File: src/rtl/dds_pkg.sv
// Shared types and defaults for the DDS phase generator.
// Includes the step-to-tuning-word helper.
package dds_pkg;

  localparam int DDS_ACC_W  = 24;
  localparam int DDS_ADDR_W = 6;
  localparam int DDS_DIV_W  = 8;

  localparam logic [DDS_ACC_W-1:0] DDS_TW_RESET = 24'h040000;

  typedef enum logic [1:0] {
    IDLE,
    RUN,
    PEND
  } state_t;

  function automatic logic [DDS_ACC_W-1:0] tw_for_step(
    input logic [DDS_ADDR_W-1:0] step
  );
    logic [DDS_ACC_W-1:0] w;
    w = DDS_ACC_W'(step);
    return w << (DDS_ACC_W - DDS_ADDR_W);
  endfunction

endpackage

File: src/rtl/dds_phase_gen_if.sv
// Tuning-word handshake and ROM strobe bundle.
// The slave side is the phase generator.
interface dds_phase_gen_if #(
  parameter int ACC_W  = 24,
  parameter int ADDR_W = 6
);

  logic [ACC_W-1:0]  tw_data;
  logic              tw_valid;
  logic              tw_ready;
  logic              tw_busy;
  logic [ADDR_W-1:0] addr;
  logic              addr_en;
  logic              cycle_start;

  modport master (
    output tw_data, tw_valid,
    input  tw_ready, tw_busy,
    input  addr, addr_en, cycle_start
  );

  modport slave (
    input  tw_data, tw_valid,
    output tw_ready, tw_busy,
    output addr, addr_en, cycle_start
  );

endinterface

File: src/rtl/dds_tick_div.sv
// Sample-rate divider: one tick every div+1 enabled cycles.
// Counter is held at zero while disabled.
module dds_tick_div #(
  parameter int DIV_W = 8
) (
  input  logic             clk,
  input  logic             rst_n,
  input  logic             en,
  input  logic [DIV_W-1:0] div,
  output logic             tick
);

  logic [DIV_W-1:0] cnt;

  assign tick = en && (cnt == div);

  // Lowering div below cnt simply lets cnt run round 2^DIV_W.
  always_ff @(posedge clk or negedge rst_n) begin
    if (!rst_n) begin
      cnt <= '0;
    end else if (!en || tick) begin
      cnt <= '0;
    end else begin
      cnt <= cnt + 1'b1;
    end
  end

endmodule

File: src/rtl/dds_phase_gen.sv
// Phase accumulator driving sine ROM address/strobe, with
// tuning-word updates deferred to the next phase wrap.
module dds_phase_gen
  import dds_pkg::*;
#(
  parameter int ACC_W  = DDS_ACC_W,
  parameter int ADDR_W = DDS_ADDR_W,
  parameter int DIV_W  = DDS_DIV_W,
  parameter logic [ACC_W-1:0] TW_RESET = DDS_TW_RESET
) (
  input  logic             clk,
  input  logic             rst_n,
  input  logic             en,
  input  logic [DIV_W-1:0] div,
  dds_phase_gen_if.slave   bus
);

  state_t            state;
  logic [ACC_W-1:0]  phase;
  logic [ACC_W-1:0]  tw_active;
  logic [ACC_W-1:0]  tw_pending;
  logic [ADDR_W-1:0] addr_q;
  logic              addr_en_q;
  logic              cyc_q;
  logic [ACC_W:0]    sum;
  logic              tick;
  logic              accept;
  logic              apply;

  dds_tick_div #(
    .DIV_W (DIV_W)
  ) u_div (
    .clk   (clk),
    .rst_n (rst_n),
    .en    (en),
    .div   (div),
    .tick  (tick)
  );

  assign sum    = {1'b0, phase} + {1'b0, tw_active};
  assign accept = bus.tw_valid && bus.tw_ready;
  // A zero word can never carry, so it yields on the next tick.
  assign apply  = tick && (sum[ACC_W] || (tw_active == '0));

  assign bus.tw_ready    = (state != PEND);
  assign bus.tw_busy     = (state == PEND);
  assign bus.addr        = addr_q;
  assign bus.addr_en     = addr_en_q;
  assign bus.cycle_start = cyc_q;

  always_ff @(posedge clk or negedge rst_n) begin
    if (!rst_n) begin
      state      <= IDLE;
      phase      <= '0;
      tw_active  <= TW_RESET;
      tw_pending <= '0;
      addr_q     <= '0;
      addr_en_q  <= 1'b0;
      cyc_q      <= 1'b0;
    end else if (!en) begin
      state     <= IDLE;
      phase     <= '0;
      addr_q    <= '0;
      addr_en_q <= 1'b0;
      cyc_q     <= 1'b0;
      if (state == PEND) begin
        tw_active <= tw_pending;
      end else if (accept) begin
        tw_active <= bus.tw_data;
      end
    end else begin
      addr_en_q <= tick;
      cyc_q     <= tick && sum[ACC_W];
      if (tick) begin
        phase  <= sum[ACC_W-1:0];
        addr_q <= sum[ACC_W-1 -: ADDR_W];
      end
      unique case (state)
        IDLE: begin
          state <= RUN;
          if (accept) begin
            tw_active <= bus.tw_data;
          end
        end
        RUN: begin
          if (accept) begin
            tw_pending <= bus.tw_data;
            state      <= PEND;
          end
        end
        PEND: begin
          if (apply) begin
            tw_active <= tw_pending;
            state     <= RUN;
          end
        end
        default: state <= IDLE;
      endcase
    end
  end

endmodule

File: src/flat_wrapper.sv
// flat-port wrapper written by rule: the top's interface ports become plain ports
module dds_phase_gen_flat import dds_pkg::*;
#(
  parameter int ACC_W  = DDS_ACC_W,
  parameter int ADDR_W = DDS_ADDR_W,
  parameter int DIV_W  = DDS_DIV_W,
  parameter logic [ACC_W-1:0] TW_RESET = DDS_TW_RESET
)
  (clk, rst_n, en, div, bus_tw_data, bus_tw_valid, bus_tw_ready, bus_tw_busy, bus_addr, bus_addr_en, bus_cycle_start);
  dds_phase_gen_if #(.ACC_W(ACC_W), .ADDR_W(ADDR_W)) bus_i ();
  input  logic clk;
  input  logic rst_n;
  input  logic en;
  input  logic [DIV_W-1:0] div;
  input wire logic [$bits(bus_i.tw_data)-1:0] bus_tw_data;
  input wire logic [$bits(bus_i.tw_valid)-1:0] bus_tw_valid;
  output wire logic [$bits(bus_i.tw_ready)-1:0] bus_tw_ready;
  output wire logic [$bits(bus_i.tw_busy)-1:0] bus_tw_busy;
  output wire logic [$bits(bus_i.addr)-1:0] bus_addr;
  output wire logic [$bits(bus_i.addr_en)-1:0] bus_addr_en;
  output wire logic [$bits(bus_i.cycle_start)-1:0] bus_cycle_start;
  assign bus_i.tw_data = bus_tw_data;
  assign bus_i.tw_valid = bus_tw_valid;
  assign bus_tw_ready = bus_i.tw_ready;
  assign bus_tw_busy = bus_i.tw_busy;
  assign bus_addr = bus_i.addr;
  assign bus_addr_en = bus_i.addr_en;
  assign bus_cycle_start = bus_i.cycle_start;
  dds_phase_gen #(.ACC_W(ACC_W), .ADDR_W(ADDR_W), .DIV_W(DIV_W), .TW_RESET(TW_RESET)) u_core (.clk(clk), .rst_n(rst_n), .en(en), .div(div), .bus(bus_i));
endmodule
File: config.mk
export PLATFORM = sky130hd
export DESIGN_NAME = dds_phase_gen_flat
export DESIGN_NICKNAME = d
export VERILOG_FILES = /design/src/rtl/dds_pkg.sv /design/src/rtl/dds_phase_gen_if.sv /design/src/rtl/dds_tick_div.sv /design/src/rtl/dds_phase_gen.sv /design/src/flat_wrapper.sv
export SDC_FILE = /design/constraint.sdc
export NUM_CORES = 1
export LEC_CHECK = 0
export ABC_AREA = 0
export BUFFER_PORTS_ARGS = -buffer_cell sky130_fd_sc_hd__buf_4
export CAP_MARGIN = 20
export CORE_MARGIN = 4
export CORE_UTILIZATION = 54
export CTS_CLUSTER_DIAMETER = 100
export DETAILED_ROUTE_END_ITERATION = 10
export PLACE_DENSITY = 0.76
export SETUP_SLACK_MARGIN = 0.2
export SYNTH_ARGS = -nofsm -noshare
export SYNTH_HDL_FRONTEND = slang
export SYNTH_SLANG_ARGS = --single-unit
File: constraint.sdc
create_clock -name clk -period 2.6 [get_ports clk]
set_input_delay 0.26 -clock clk [delete_from_list [all_inputs] [get_ports clk]]
set_output_delay 0.26 -clock clk [all_outputs]
set_load 0.02 [all_outputs]
== Word-level counts from Yosys, hierarchy flattened ==
Index checks and enable logic that the tools add are counted.

* Register bits after elaboration: 90
* Input port bits: 36
* Logic and storage cells: 46

* $add $sub $neg: 2
* Eq/ne operators: 8
* Mux-type cells: 16
* Reductions and logical operators: 12

{| class="wikitable"
|+ Operator list
! operator !! number
|-
| $mux 24 || 6
|-
| $pmux 24 s2 || 1
|-
| $add 24x24->25 || 1
|-
| $logic_not 24->1 || 1
|-
| $mux 6 || 2
|-
| $add 8x1->8 const B || 1
|-
| $eq 8x8->1 || 1
|-
| $mux 8 || 1
|-
| $mux 2 || 3
|-
| $ne 3x2->1 const B || 2
|-
| $pmux 2 s3 || 1
|-
| $logic_and 1x1->1 || 4
|-
| $reduce_and 2->1 || 2
|-
| $ne 3x1->1 const B || 1
|-
| $reduce_and 3->1 || 1
|-
| $eq 2x1->1 const B || 1
|-
| $eq 2x2->1 const B || 1
|-
| $logic_not 2->1 || 1
|-
| $logic_or 1x1->1 || 2
|-
| $mux 1 || 2
|-
| $ne 2x1->1 const B || 1
|-
| $ne 2x2->1 const B || 1
|-
| $logic_not 1->1 || 1
|}

== Depth between registers and ports, before layout ==
* Depth after elaboration: 6
* Mapped depth: 11
* Depth with buffers taken out: 10

== Cells and area by module ==
From an unflattened synthesis, not the netlist that was laid out.

* Cell total of the unflattened synthesis: 508
* Area, all modules: 5104.9 um^2

{| class="wikitable"
|+ Modules (own cells, without submodules)
! module !! instances !! cells an instance !! area each (um^2) !! sequential area each (um^2)
|-
| dds_phase_gen || 1 || 462 || 4604.4 || 1903.1
|-
| dds_tick_div || 1 || 46 || 500.5 || 200.2
|}

== Least setup slack after synthesis ==
Ideal clock, no wire load.

* Path kind: register to register
* Start: reg u_core.tw_active[0]
* End: reg u_core.tw_active[10]
* Library setup time: 0.125 ns
* Data arrival time: 2.515 ns
* Slack: -0.040 ns
* Stages on the path, launching flop included: 12
* Buffers on the path: 1
* Period minus slack after synthesis: 2.640 ns
* Cell sequence: dfrtp_1 ha_1 inv_1 fa_1 nand2b_1 a21oi_1 o21ai_2 o21ai_4 a21oi_4 a31oi_4 buf_6 mux2_4

* Cells in the longest elaborated chain, start to end: 5
* Elaborated cells on any way between the ends: 6

{| class="wikitable"
|+ RTL lines
! element !! RTL line !! text
|-
| start, declared || dds_phase_gen.sv:20 || <nowiki>logic [ACC_W-1:0] tw_active;</nowiki>
|-
| start signal, assigned || dds_phase_gen.sv:67 || <nowiki>tw_active <= tw_pending;</nowiki>
|-
| start signal, assigned || dds_phase_gen.sv:69 || <nowiki>tw_active <= bus.tw_data;</nowiki>
|-
| start signal, assigned || dds_phase_gen.sv:82 || <nowiki>tw_active <= bus.tw_data;</nowiki>
|-
| $add 24x24->25 or $logic_not 24->1 (tied branches) || dds_phase_gen.sv:40, dds_phase_gen.sv:43 ||
|-
| $logic_or 1x1->1 * || dds_phase_gen.sv:43 || <nowiki>assign apply = tick && (sum[ACC_W] || (tw_active == '0));</nowiki>
|-
| $logic_and 1x1->1 * || dds_phase_gen.sv:43 ||
|-
| $ne 3x2->1 (no line) * || n/a ||
|-
| $reduce_and 2->1 (no line) * || n/a ||
|}

Every way passes the cells marked *; elsewhere a longest branch is shown, timed or not.
A chain may end at the register's enable or synchronous reset.

== Final worst setup path ==
* Start: reg u_core.tw_active[9]
* End: reg u_core.tw_active[22]

Same word-level chain as after synthesis.

==> impl_metrics.toml <==
[outcome]
status = "finished clean"

[yosys]
yosys-top-cells-count = "83 x sky130_fd_sc_hd__dfrtp_1, 51 x sky130_fd_sc_hd__mux2_2, 31 x sky130_fd_sc_hd__nand2_1"
synth.yosys.warnings = 0
postSynth.asyncResetShare = 1.00
synth_area_um2 = 5080
mappedNetlistNets = 520
synth.top_cells.by_area = "sky130_fd_sc_hd__dfrtp_1 41%, sky130_fd_sc_hd__mux2_2 11%, sky130_fd_sc_hd__ha_1 6.2%"
synth-edff-count = 0
post-synth-top-count-cell = "sky130_fd_sc_hd__dfrtp_1"
synth_cells = 458
ys_types = 55
postSynthAreaPerCell_um2 = 11.1
post-synth-top-area-cell = "sky130_fd_sc_hd__dfrtp_1"
synth_top_area_frac = 0.409
ys_seq_area_frac = 0.414
synth_seq_cells = 84
postSynth.topFlopCell = "sky130_fd_sc_hd__dfrtp_1"

[clock_tree]
clock-sinks = 84
clock_tree.htree_level_count = 3
cts-buffers-inserted = 9
ctsRootBufferMaster = "sky130_fd_sc_hd__clkbuf_8"
clock_tree_from_tritoncts = "yes"
clk_pin_slew_worst_paths_ns = 0.09
worst_skew_pair.late_latency_ns = 0.35
ctsLongestPathBuffers = 2

[detailed_routing]
routed_wl_per_cell_um = 17.8
drt-pass1-iter-count = 4
drt-vias-per-instance = 5.69
drtAntennaViolNets = 0
drt_drc_violations_left = 0
route.final.wire_length_um = 11500
vias = 3689
drtIter0Drc = 124

[finish]
final_nets = 594
flow.area_growth_from_synthesis_pct = 20.5
share_of_the_core_filled_with_cells_in_the_final_layout = 0.665
num_antenna_cells = 0
drive_gt1_frac = 0.367
n_fill_cell = 716

[setup_path]
required_ns = 2.84
worstPathArrival_ns = 2.78
start_kind = "flip-flop"
timing_worst_setup_path_type = "reg -> reg"
r2r_slack_ns = 0.07
endpoint_kind = "flip-flop"
worst-path-max-fanout = 7

[timing]
hold_violations = 0
report.final.slew_viol_count = 0
final_min_period_over_clock_period = 0.974
fmaxAchievable_mhz = 395
rsz_0062_raised_after_global_routing = "yes"
worst_slew_pin_slew_ns = 0.662
final.hold.worst_slack_ns = 0.141
max-slew-margin-rel = 0.558
clock-skew-final_ns = 0.0102
finalCriticalPeriod_ns = 2.53
setup_viol_count_final = 0

[global_route]
grt_antenna_before_repair = 0
first_global_vias = 3785
gr-total-overflow = 0
pin_count_of_the_biggest_net_entering_global_routing = 33
grt_pass1_wl_um = 18900
grtUsageTotal = 0.212

[job]
cap_violations = 0

[pwr]
p_leak_nw = 2.80
cellPowerDensity_nw_per_um2 = 564
power.ir.vdd_worst_mv = 0.375

[die]
die-width_um = 105
initial_utilization = 0.552
count_of_boundary_i_o_pins = 46
rows = 35
die_h_um = 105
fp.dieArea_um2 = 11000
core_um2 = 9200

[placement]
number_of_buffers_added_on_ports = 45
place.detailed.hpwl_um = 8440
gp_congestion = 0.889

[worst_hold_path]
hold_path_class = "in -> reg"
## state kept, by name (all words and copies together) (netlist names)
| name | count |
|---|---|
| u_core.bus.addr | 6 |
| u_core.bus.addr_en | 1 |
| u_core.bus.cycle_start | 1 |
| u_core.phase | 18 |
| u_core.state | 2 |
| u_core.tw_active | 24 |
| u_core.tw_pending | 24 |
| u_core.u_div.cnt | 8 |
## metrics by stage
step / setup WS (ns) / std cells / power (mW) / TNS (ns) / instance area [µm²]
after detailed placement: -0.0111 / 617 / 2.53 / -0.0473 / 5690
final: 0.0668 / 648 / 3.45 / 0 / 6120
after CTS: 0.0546 / 638 / 3.41 / 0 / 5920
after floorplan: 0.170 / 458 / 2.23 / 0 / 5120
after global routing: -0.0351 / 648 / 3.66 / -0.453 / 6120
after global placement: 0.0656 / 617 / 2.49 / 0 / 5690
## cells in the final DEF, fill, tap and decap left out, types with 17 or more instances in the layout
| cell | Yosys | final |
|---|---|---|
| sky130_fd_sc_hd__dfrtp_1 | 83 | 83 |
| sky130_fd_sc_hd__buf_4 | 6 | 80 |
| sky130_fd_sc_hd__mux2_2 | 51 | 48 |
| sky130_fd_sc_hd__nand2_1 | 31 | 31 |
| sky130_fd_sc_hd__mux2_4 | 19 | 22 |
| sky130_fd_sc_hd__ha_1 | 25 | 19 |
| sky130_fd_sc_hd__xnor2_1 | 19 | 18 |
| sky130_fd_sc_hd__nor2_1 | 19 | 17 |
| sky130_fd_sc_hd__a21oi_1 | 18 | 17 |
## layer usage
metal | share of wire | vias up | track usage | wire length (µm)
li1 | - | 1808 | - | -
met1 | 0.45 | 1808 | 0.275 | 5230
met2 | 0.50 | 66 | 0.360 | 5790
met3 | 0.032 | 7 | 0.0395 | 365
met4 | 0.011 | 0 | 0.0647 | 131
met5 | 0 | - | 0 | 0
## worst paths after layout
path	start	endpoint	depth (start not counted)
min in group asynchronous	rst_n	u_core.tw_active[19]	2
worst max-delay path	u_core.tw_active[9]	u_core.tw_active[22]	9
worst min register to register	u_core.tw_pending[7]	u_core.tw_pending[7]	1
max in group asynchronous	rst_n	u_core.tw_pending[17]	3
worst min-delay path	bus_tw_data[2]	u_core.tw_pending[2]	2
worst max register to register	u_core.tw_active[9]	u_core.tw_active[22]	9
## what timing repair did
action / CTS / global route
pin swaps: 0 / 6
buffers inserted: 4 / 9
gates resized for setup: 3 / 22
endpoints found under the setup margin: 28 / 35
hold buffers: 1 / 0
endpoints found under the hold margin: 29 / 0
cloned: 0 / 1
## where the power goes
part / internal (mW) / leakage (nW) / switching (mW)
Clock: 0.381 / 0.0836 / 0.483
Combinational: 0.524 / 1.65 / 0.409
Sequential: 1.50 / 1.06 / 0.154
## worst max-delay path: stages (launching register included)
cell	delay, ns
sky130_fd_sc_hd__dfrtp_1	0.44
sky130_fd_sc_hd__ha_4	0.29
sky130_fd_sc_hd__a211o_1	0.32
sky130_fd_sc_hd__a21o_1	0.18
sky130_fd_sc_hd__a41oi_2	0.25
sky130_fd_sc_hd__o21ai_4	0.10
sky130_fd_sc_hd__a21oi_4	0.19
sky130_fd_sc_hd__a31oi_4	0.15
sky130_fd_sc_hd__clkbuf_16	0.21
sky130_fd_sc_hd__mux2_4	0.30
## kinds of logic after synthesis
logic type | share of synthesized area
AOI/OAI and AO/OA | 0.124
xor gates and xnor gates | 0.0603
adders and majority gates | 0.0655
buffers and inverters | 0.0315
DFF | 0.414
muxes | 0.195
and+or+nand+nor | 0.110
## cell type report
cell class	instances	area, µm²	area share
tap	111	139	0.0227
clock buffer	12	145	0.0237
inverter	9	33.8	0.00552
multi-input combinational	342	2970	0.485
sequential	84	2100	0.344
timing repair buffer	86	698	0.114
clock inverter	4	32.5	0.00532
Power figures use the tool's default switching activity.
